[config.mk]
export PLATFORM = sky130hd
export DESIGN_NAME = router_rx_deserializer
export DESIGN_NICKNAME = d
export VERILOG_FILES = /design/src/rtl/router_pkg.sv /design/src/rtl/router_rx_fifo.sv /design/src/rtl/router_rx_deserializer.sv
export SDC_FILE = /design/constraint.sdc
export NUM_CORES = 1
export LEC_CHECK = 0
export BUFFER_PORTS_ARGS = -buffer_cell sky130_fd_sc_hd__buf_2
export CAP_MARGIN = 20
export CORE_ASPECT_RATIO = 0.8
export CORE_MARGIN = 2
export CORE_UTILIZATION = 40
export CTS_BUF_LIST = sky130_fd_sc_hd__clkbuf_4 sky130_fd_sc_hd__clkbuf_8
export DETAILED_ROUTE_END_ITERATION = 6
export SLEW_MARGIN = 20
export SYNTH_ARGS = -nofsm -noshare
export SYNTH_HDL_FRONTEND = slang
export SYNTH_HIERARCHICAL = 1
export SYNTH_SLANG_ARGS = --single-unit
[constraint.sdc]
create_clock -name clk -period 6.8 [get_ports clk]
set_clock_uncertainty 0.05 [all_clocks]
set_input_delay 1.02 -clock clk [delete_from_list [all_inputs] [get_ports clk]]
set_output_delay 1.02 -clock clk [all_outputs]
set_load 0.01 [all_outputs]
[src/rtl/router_pkg.sv]
// Shared types for the router receive path.
//   BYTE_W     : width of one reassembled byte
//   rx_entry_t : one FIFO entry {last, err, data}
//   rx_state_e : receiver FSM states
package router_pkg;

    localparam int unsigned BYTE_W = 8;

    typedef struct packed {
        logic              last;
        logic              err;
        logic [BYTE_W-1:0] data;
    } rx_entry_t;

    typedef enum logic [1:0] {
        RESYNC   = 2'd0,
        IDLE     = 2'd1,
        RECV     = 2'd2,
        EOP_PEND = 2'd3
    } rx_state_e;

endpackage

[src/rtl/router_rx_fifo.sv]
// Synchronous first-word-visible FIFO for receiver entries.
//   clk, reset : clock, asynchronous active-high reset (empties the FIFO)
//   push_i     : write wdata_i (accepted when not full, or when popping on the same edge)
//   wdata_i    : entry to write
//   pop_i      : remove head entry (ignored when empty)
//   rdata_o    : head entry, valid while empty_o is low
//   full_o     : no free slot
//   empty_o    : no stored entry
module router_rx_fifo
    import router_pkg::*;
#(
    parameter int unsigned DEPTH = 16,
    parameter type         T     = rx_entry_t
) (
    input  logic clk,
    input  logic reset,
    input  logic push_i,
    input  T     wdata_i,
    input  logic pop_i,
    output T     rdata_o,
    output logic full_o,
    output logic empty_o
);

    localparam int unsigned PtrW = $clog2(DEPTH);
    localparam logic [PtrW:0] PtrOne = 1;

    // Pointers carry one extra wrap bit to tell full from empty.
    logic [PtrW:0] wr_ptr_q, wr_ptr_d;
    logic [PtrW:0] rd_ptr_q, rd_ptr_d;
    T              mem_q [DEPTH];
    logic          do_push;
    logic          do_pop;

    assign empty_o = (wr_ptr_q == rd_ptr_q);
    assign full_o  = (wr_ptr_q[PtrW] != rd_ptr_q[PtrW]) &&
                     (wr_ptr_q[PtrW-1:0] == rd_ptr_q[PtrW-1:0]);

    assign do_pop  = pop_i && !empty_o;
    // A pop frees the head slot on the same edge, so a full FIFO still accepts.
    assign do_push = push_i && (!full_o || do_pop);

    assign rdata_o = mem_q[rd_ptr_q[PtrW-1:0]];

    always_comb begin
        wr_ptr_d = wr_ptr_q;
        rd_ptr_d = rd_ptr_q;
        if (do_push) begin
            wr_ptr_d = wr_ptr_q + PtrOne;
        end
        if (do_pop) begin
            rd_ptr_d = rd_ptr_q + PtrOne;
        end
    end

    always_ff @(posedge clk or posedge reset) begin
        if (reset) begin
            wr_ptr_q <= '0;
            rd_ptr_q <= '0;
        end else begin
            wr_ptr_q <= wr_ptr_d;
            rd_ptr_q <= rd_ptr_d;
        end
    end

    always_ff @(posedge clk) begin
        if (do_push) begin
            mem_q[wr_ptr_q[PtrW-1:0]] <= wdata_i;
        end
    end

endmodule

[src/rtl/router_rx_deserializer.sv]
// Per-port receiver: reassembles a bit-serial (LSB first) router output into bytes,
// tags each byte with end-of-packet and error flags, and buffers them for a
// valid/ready consumer. The router cannot be stalled, so overflow drops entries.
//   clk, reset          : clock, asynchronous active-high reset
//   dout                : serial data bit
//   valido_n            : active-low, dout carries a valid bit
//   frameo_n            : active-low frame, rises with the last valid bit
//   m_valid/m_ready     : byte stream handshake
//   m_data/m_last/m_err : head entry (zero while m_valid is low)
//   busy                : receiving a frame or owing a terminator
//   overflow            : sticky, an entry was dropped since reset
//   pkt_count           : terminating entries written (saturating)
//   drop_count          : entries dropped on a full FIFO (saturating)
module router_rx_deserializer
    import router_pkg::*;
#(
    parameter int unsigned FIFO_DEPTH = 16,
    parameter int unsigned CNT_W      = 16
) (
    input  logic             clk,
    input  logic             reset,
    input  logic             dout,
    input  logic             valido_n,
    input  logic             frameo_n,
    output logic             m_valid,
    input  logic             m_ready,
    output logic [7:0]       m_data,
    output logic             m_last,
    output logic             m_err,
    output logic             busy,
    output logic             overflow,
    output logic [CNT_W-1:0] pkt_count,
    output logic [CNT_W-1:0] drop_count
);

    localparam logic [CNT_W-1:0] CntOne = 1;

    rx_state_e         state_q, state_d;
    logic [BYTE_W-1:0] shift_q, shift_d;
    logic [2:0]        bit_cnt_q, bit_cnt_d;
    logic              pkt_err_q, pkt_err_d;
    logic              overflow_q, overflow_d;
    logic [CNT_W-1:0]  pkt_count_q, pkt_count_d;
    logic [CNT_W-1:0]  drop_count_q, drop_count_d;

    // Receive datapath view: in IDLE a starting frame begins from a clean slate.
    logic              rx_active;
    logic [BYTE_W-1:0] cur_shift;
    logic [2:0]        cur_cnt;
    logic              cur_err;
    logic [BYTE_W-1:0] new_byte;

    logic              push_req;
    logic              push_term;
    rx_entry_t         push_entry;
    logic              fifo_push;
    logic              fifo_pop;
    logic              fifo_full;
    logic              fifo_empty;
    logic              can_write;
    rx_entry_t         head;

    assign fifo_pop  = m_valid && m_ready;
    assign can_write = !fifo_full || fifo_pop;
    assign fifo_push = push_req && can_write;

    always_comb begin
        state_d      = state_q;
        shift_d      = shift_q;
        bit_cnt_d    = bit_cnt_q;
        pkt_err_d    = pkt_err_q;
        overflow_d   = overflow_q;
        pkt_count_d  = pkt_count_q;
        drop_count_d = drop_count_q;
        rx_active    = 1'b0;
        push_req     = 1'b0;
        push_term    = 1'b0;
        push_entry   = '0;
        cur_shift    = shift_q;
        cur_cnt      = bit_cnt_q;
        cur_err      = pkt_err_q;
        new_byte     = '0;

        case (state_q)
            RESYNC: begin
                if (frameo_n) begin
                    state_d = IDLE;
                end
            end
            IDLE: begin
                if (!frameo_n) begin
                    state_d   = RECV;
                    shift_d   = '0;
                    bit_cnt_d = '0;
                    pkt_err_d = 1'b0;
                    cur_shift = '0;
                    cur_cnt   = '0;
                    cur_err   = 1'b0;
                    rx_active = 1'b1;
                end
            end
            RECV: begin
                rx_active = 1'b1;
            end
            EOP_PEND: begin
                // Serial input is ignored here; a frame already running on exit is skipped.
                if (can_write) begin
                    push_req   = 1'b1;
                    push_term  = 1'b1;
                    push_entry = '{last: 1'b1, err: 1'b1, data: '0};
                    state_d    = frameo_n ? IDLE : RESYNC;
                end
            end
            default: begin
                state_d = RESYNC;
            end
        endcase

        if (rx_active) begin
            new_byte          = cur_shift;
            new_byte[cur_cnt] = dout;
            if (!valido_n) begin
                if (frameo_n) begin
                    // Last bit: a short final byte is flagged as an error.
                    push_req   = 1'b1;
                    push_term  = 1'b1;
                    push_entry = '{last: 1'b1, err: (cur_cnt == 3'd7) ? cur_err : 1'b1,
                                   data: new_byte};
                    state_d    = IDLE;
                end else if (cur_cnt == 3'd7) begin
                    push_req   = 1'b1;
                    push_entry = '{last: 1'b0, err: cur_err, data: new_byte};
                    shift_d    = '0;
                    bit_cnt_d  = '0;
                end else begin
                    shift_d   = new_byte;
                    bit_cnt_d = cur_cnt + 3'd1;
                end
            end else if (frameo_n) begin
                // Frame ended without a final valid bit: abort, partial bits discarded.
                push_req   = 1'b1;
                push_term  = 1'b1;
                push_entry = '{last: 1'b1, err: 1'b1, data: '0};
                state_d    = IDLE;
            end
        end

        if (push_req && !can_write) begin
            overflow_d = 1'b1;
            if (drop_count_q != '1) begin
                drop_count_d = drop_count_q + CntOne;
            end
            if (push_term) begin
                // Terminator still owed; an error terminator replaces it later.
                state_d = EOP_PEND;
            end else begin
                pkt_err_d = 1'b1;
            end
        end else if (push_req && push_term) begin
            if (pkt_count_q != '1) begin
                pkt_count_d = pkt_count_q + CntOne;
            end
        end
    end

    always_ff @(posedge clk or posedge reset) begin
        if (reset) begin
            state_q      <= RESYNC;
            shift_q      <= '0;
            bit_cnt_q    <= '0;
            pkt_err_q    <= 1'b0;
            overflow_q   <= 1'b0;
            pkt_count_q  <= '0;
            drop_count_q <= '0;
        end else begin
            state_q      <= state_d;
            shift_q      <= shift_d;
            bit_cnt_q    <= bit_cnt_d;
            pkt_err_q    <= pkt_err_d;
            overflow_q   <= overflow_d;
            pkt_count_q  <= pkt_count_d;
            drop_count_q <= drop_count_d;
        end
    end

    router_rx_fifo #(
        .DEPTH (FIFO_DEPTH),
        .T     (rx_entry_t)
    ) u_fifo (
        .clk     (clk),
        .reset   (reset),
        .push_i  (fifo_push),
        .wdata_i (push_entry),
        .pop_i   (fifo_pop),
        .rdata_o (head),
        .full_o  (fifo_full),
        .empty_o (fifo_empty)
    );

    // Head fields are masked so nothing stale is visible while empty.
    assign m_valid    = !fifo_empty;
    assign m_data     = m_valid ? head.data : '0;
    assign m_last     = m_valid ? head.last : 1'b0;
    assign m_err      = m_valid ? head.err : 1'b0;
    assign busy       = (state_q == RECV) || (state_q == EOP_PEND);
    assign overflow   = overflow_q;
    assign pkt_count  = pkt_count_q;
    assign drop_count = drop_count_q;

endmodule

==> impl_metrics.ini <==
[logic_synthesis]
synthFlopType = edfxtp_1
ys_top_cells_by_area = edfxtp_1 50%, dfrtp_1 15%, mux4_2 9.5%
yosysMostFrequentCell = edfxtp_1
ys_seq_elements = 217
yosysUniqueCellTypes = 58
synthCells = 594
synth_fa_ha_area_frac = 0.01707
yosysTopAreaCell = edfxtp_1
synth-simple-area-share = 0.09731
syn_area_per_cell_um2 = 16.04
ys_warn_count = 6
yosysSeqAreaShare = 0.6540
synth_edf_count = 160
synth_area_um2 = 9528
syn-num-nets = 613
synthArstFlopShare = 0.2627
synth_xor_area_frac = 0.04754
synth_compound_area_frac = 0.05016
synth_mux_area_frac = 0.1090
synth_top_family_by_area = multiplexers
synth_top_area_frac = 0.5043
synth_common_cells = 160 x edfxtp_1, 57 x dfrtp_1, 40 x mux4_2

[timing]
setup_viol = 0
finalCritPeriodShare = 0.6969
finalMaxSlewViolations = 0
holdWs_ns = 0.4381
final-hold-violation-count = 0
rsz0062_at_grt = false
max_freq_mhz = 211.0
maxSlewHeadroom = 0.2642
worst_slew_pin_slew_ns = 1.104
fin_tns_setup_ns = 0
period_needed_ns = 4.739

[worst_hold_path]
hp-class = input pin to async pin

[worst_setup_path]
worstPathArrival_ns = 4.85
worst_path_max_delay_cell = dfrtp_2
critical_path_depth = 9
crit_buf_inv = 1
path_cells = xnor2_4, nand4_4, nand2b_1, inv_1, nand2b_1, nand2_1, a21boi_0, o31a_1, and3_1
crit_type = flop to flop
rr_endpoint = u_fifo/mem_q[10][7]$_DFFE_PP_
critPathTopFamily = simple AND/OR/NAND/NOR gates
cp-end-kind = flop
worstReg2RegStart = u_fifo/rd_ptr_q[1]$_DFFE_PP0P_
cpPeakStageDelay_ns = 1.07
cp_common_cell = nand2b_1
ff2ff_setup_slack_ns = 2.06
reg2regPathDepth = 9
cp-endpoint = u_fifo/mem_q[10][7]$_DFFE_PP_
worst_setup_path_start_kind = flop
worst-path-max-fanout = 44
startpoint = u_fifo/rd_ptr_q[1]$_DFFE_PP0P_
required_ns = 6.91

[power]
powerDensity_nw_per_um2 = 384.1
ir_worst_vdd_uv = 160.0
total_leakage_power_uw = 0.004032

[detailed_routing]
vias = 5400
drc_errors = 0
drtAntennaViolNets = 0
wirelength_um = 21030
viasPerCell = 5.400
dr.pass1.iters = 5
wl_per_cell_um = 21.03
drt_iter0_markers = 555

[placement]
place_area_um2 = 10070
dp_hpwl_um = 13990
place.gp.congestion = 0.7914
numPortBuffers = 50

[layout]
n_fill_cell = 2050
insertedDiodeCount = 0
postLayoutCellArea_um2 = 10780
syn2layout_area_growth_pct = 13.09
nNetsFinal = 680
drive_above_1_share = 0.2776

[global_routing]
grt_use_total = 0.1733
grt_overflow_total = 0
grt_max_degree = 48
grt_pass1_wl_um = 32390
grt_pass1_vias = 5499
antenna_found_initial = 0

[run_status]
status = completed

[flow_run]
maxCapViolations = 0

[floorplan]
fp-row-count = 50
ios = 51
die_width_um = 176.6
coreArea_um2 = 23400
die-area_um2 = 25080
initial_utilization = 0.4072
die_h_um = 142.0

[clock_tree]
ctsHtreeMaxLevel = 2
clockRootBuffer = clkbuf_8
postCtsSetupBuffers = 0
cts_hold_buf = 0
cts_sinks = 217
insertion_delay_ns = 0.54
clk_path_buf_depth = 3
clk_pin_slew_worst_paths_ns = 0.06
cts-resized-gates = 0
cts_buffers = 37
cts_tree = done
[kinds of logic after synthesis]
family | Yosys count
buffers and inverters | 46
xor gates and xnor gates | 44
DFF | 217
AOI/OAI and AO/OA | 60
and+or+nand+nor | 161
adders and majority gates | 13
muxes | 53
[report_power, final]
part,internal [uW],switching [uW],total (uW)
Sequential,1580,173,1750
Combinational,564,713,1280
Clock,597,513,1110
[cell usage in the layout, fill, tap and decap left out, types with 17 or more instances in the layout]
cell        n
clkbuf_8   39
mux4_2     40
nor2_1     17
nand3_1    19
a22oi_1    20
and3_1     21
nand2_1    32
nor2b_1    21
edfxtp_1  160
buf_2      50
dfrtp_1    55
xnor2_1    34
[routing by layer]
| metal | wire [um] | GRT usage |
|---|---|---|
| met1 | 8839 | 0.2303 |
| met2 | 9719 | 0.2720 |
| met3 | 1931 | 0.05502 |
| met4 | 540 | 0.05568 |
| met5 | 0 | 0 |
[registers in the layout, indices dropped and copies added, names as in the netlist, 2 cells and up]
name and count:
u_fifo/mem_q 160, drop_count 16, pkt_count 16, shift_q 8
u_fifo/rd_ptr_q 5, u_fifo/wr_ptr_q 5, bit_cnt_q 3, state_q 2
[how the worst min path moves through the flow]
stage	slack, ns	end	cells after the start	startpoint
6_report	0.44	u_fifo/wr_ptr_q[3]$_DFFE_PP0P_	2	reset
5_1_grt	0.45	u_fifo/rd_ptr_q[4]$_DFFE_PP0P_	2	reset
4_1_cts	0.42	u_fifo/rd_ptr_q[4]$_DFFE_PP0P_	2	reset
3_5_place_dp	0.42	drop_count[8]$_DFFE_PP0P_	1	drop_count[8]$_DFFE_PP0P_
3_3_place_gp	0.41	pkt_err_q$_DFF_PP0_	2	pkt_err_q$_DFF_PP0_
2_1_floorplan	0.39	pkt_err_q$_DFF_PP0_	2	pkt_err_q$_DFF_PP0_
[cell type report]
| type | instances | area (um^2) | area share |
|---|---|---|---|
| Clock buffer | 50 | 619.3 | 0.05748 |
| Clock inverter | 16 | 86.33 | 0.008012 |
| Inverter | 14 | 53.80 | 0.004993 |
| Multi-Input combinational cell | 331 | 3067 | 0.2846 |
| Sequential cell | 217 | 6233 | 0.5785 |
| Tap cell | 312 | 390.4 | 0.03623 |
| Timing Repair Buffer | 60 | 325.3 | 0.03019 |
[metrics by stage]
stage | utilization | setup slack [ns] | cells | total power (uW)
global route | 0.4605 | 1.813 | 1000 | 4356
global placement | 0.4303 | 1.988 | 934 | 3030
finish | 0.4605 | 2.061 | 1000 | 4139
floorplan | - | 2.687 | 594 | 2689
detailed placement | 0.4303 | 1.839 | 934 | 3058
CTS | 0.4605 | 2.021 | 1000 | 4182
No activity file was read; power rests on OpenSTA's default activity.
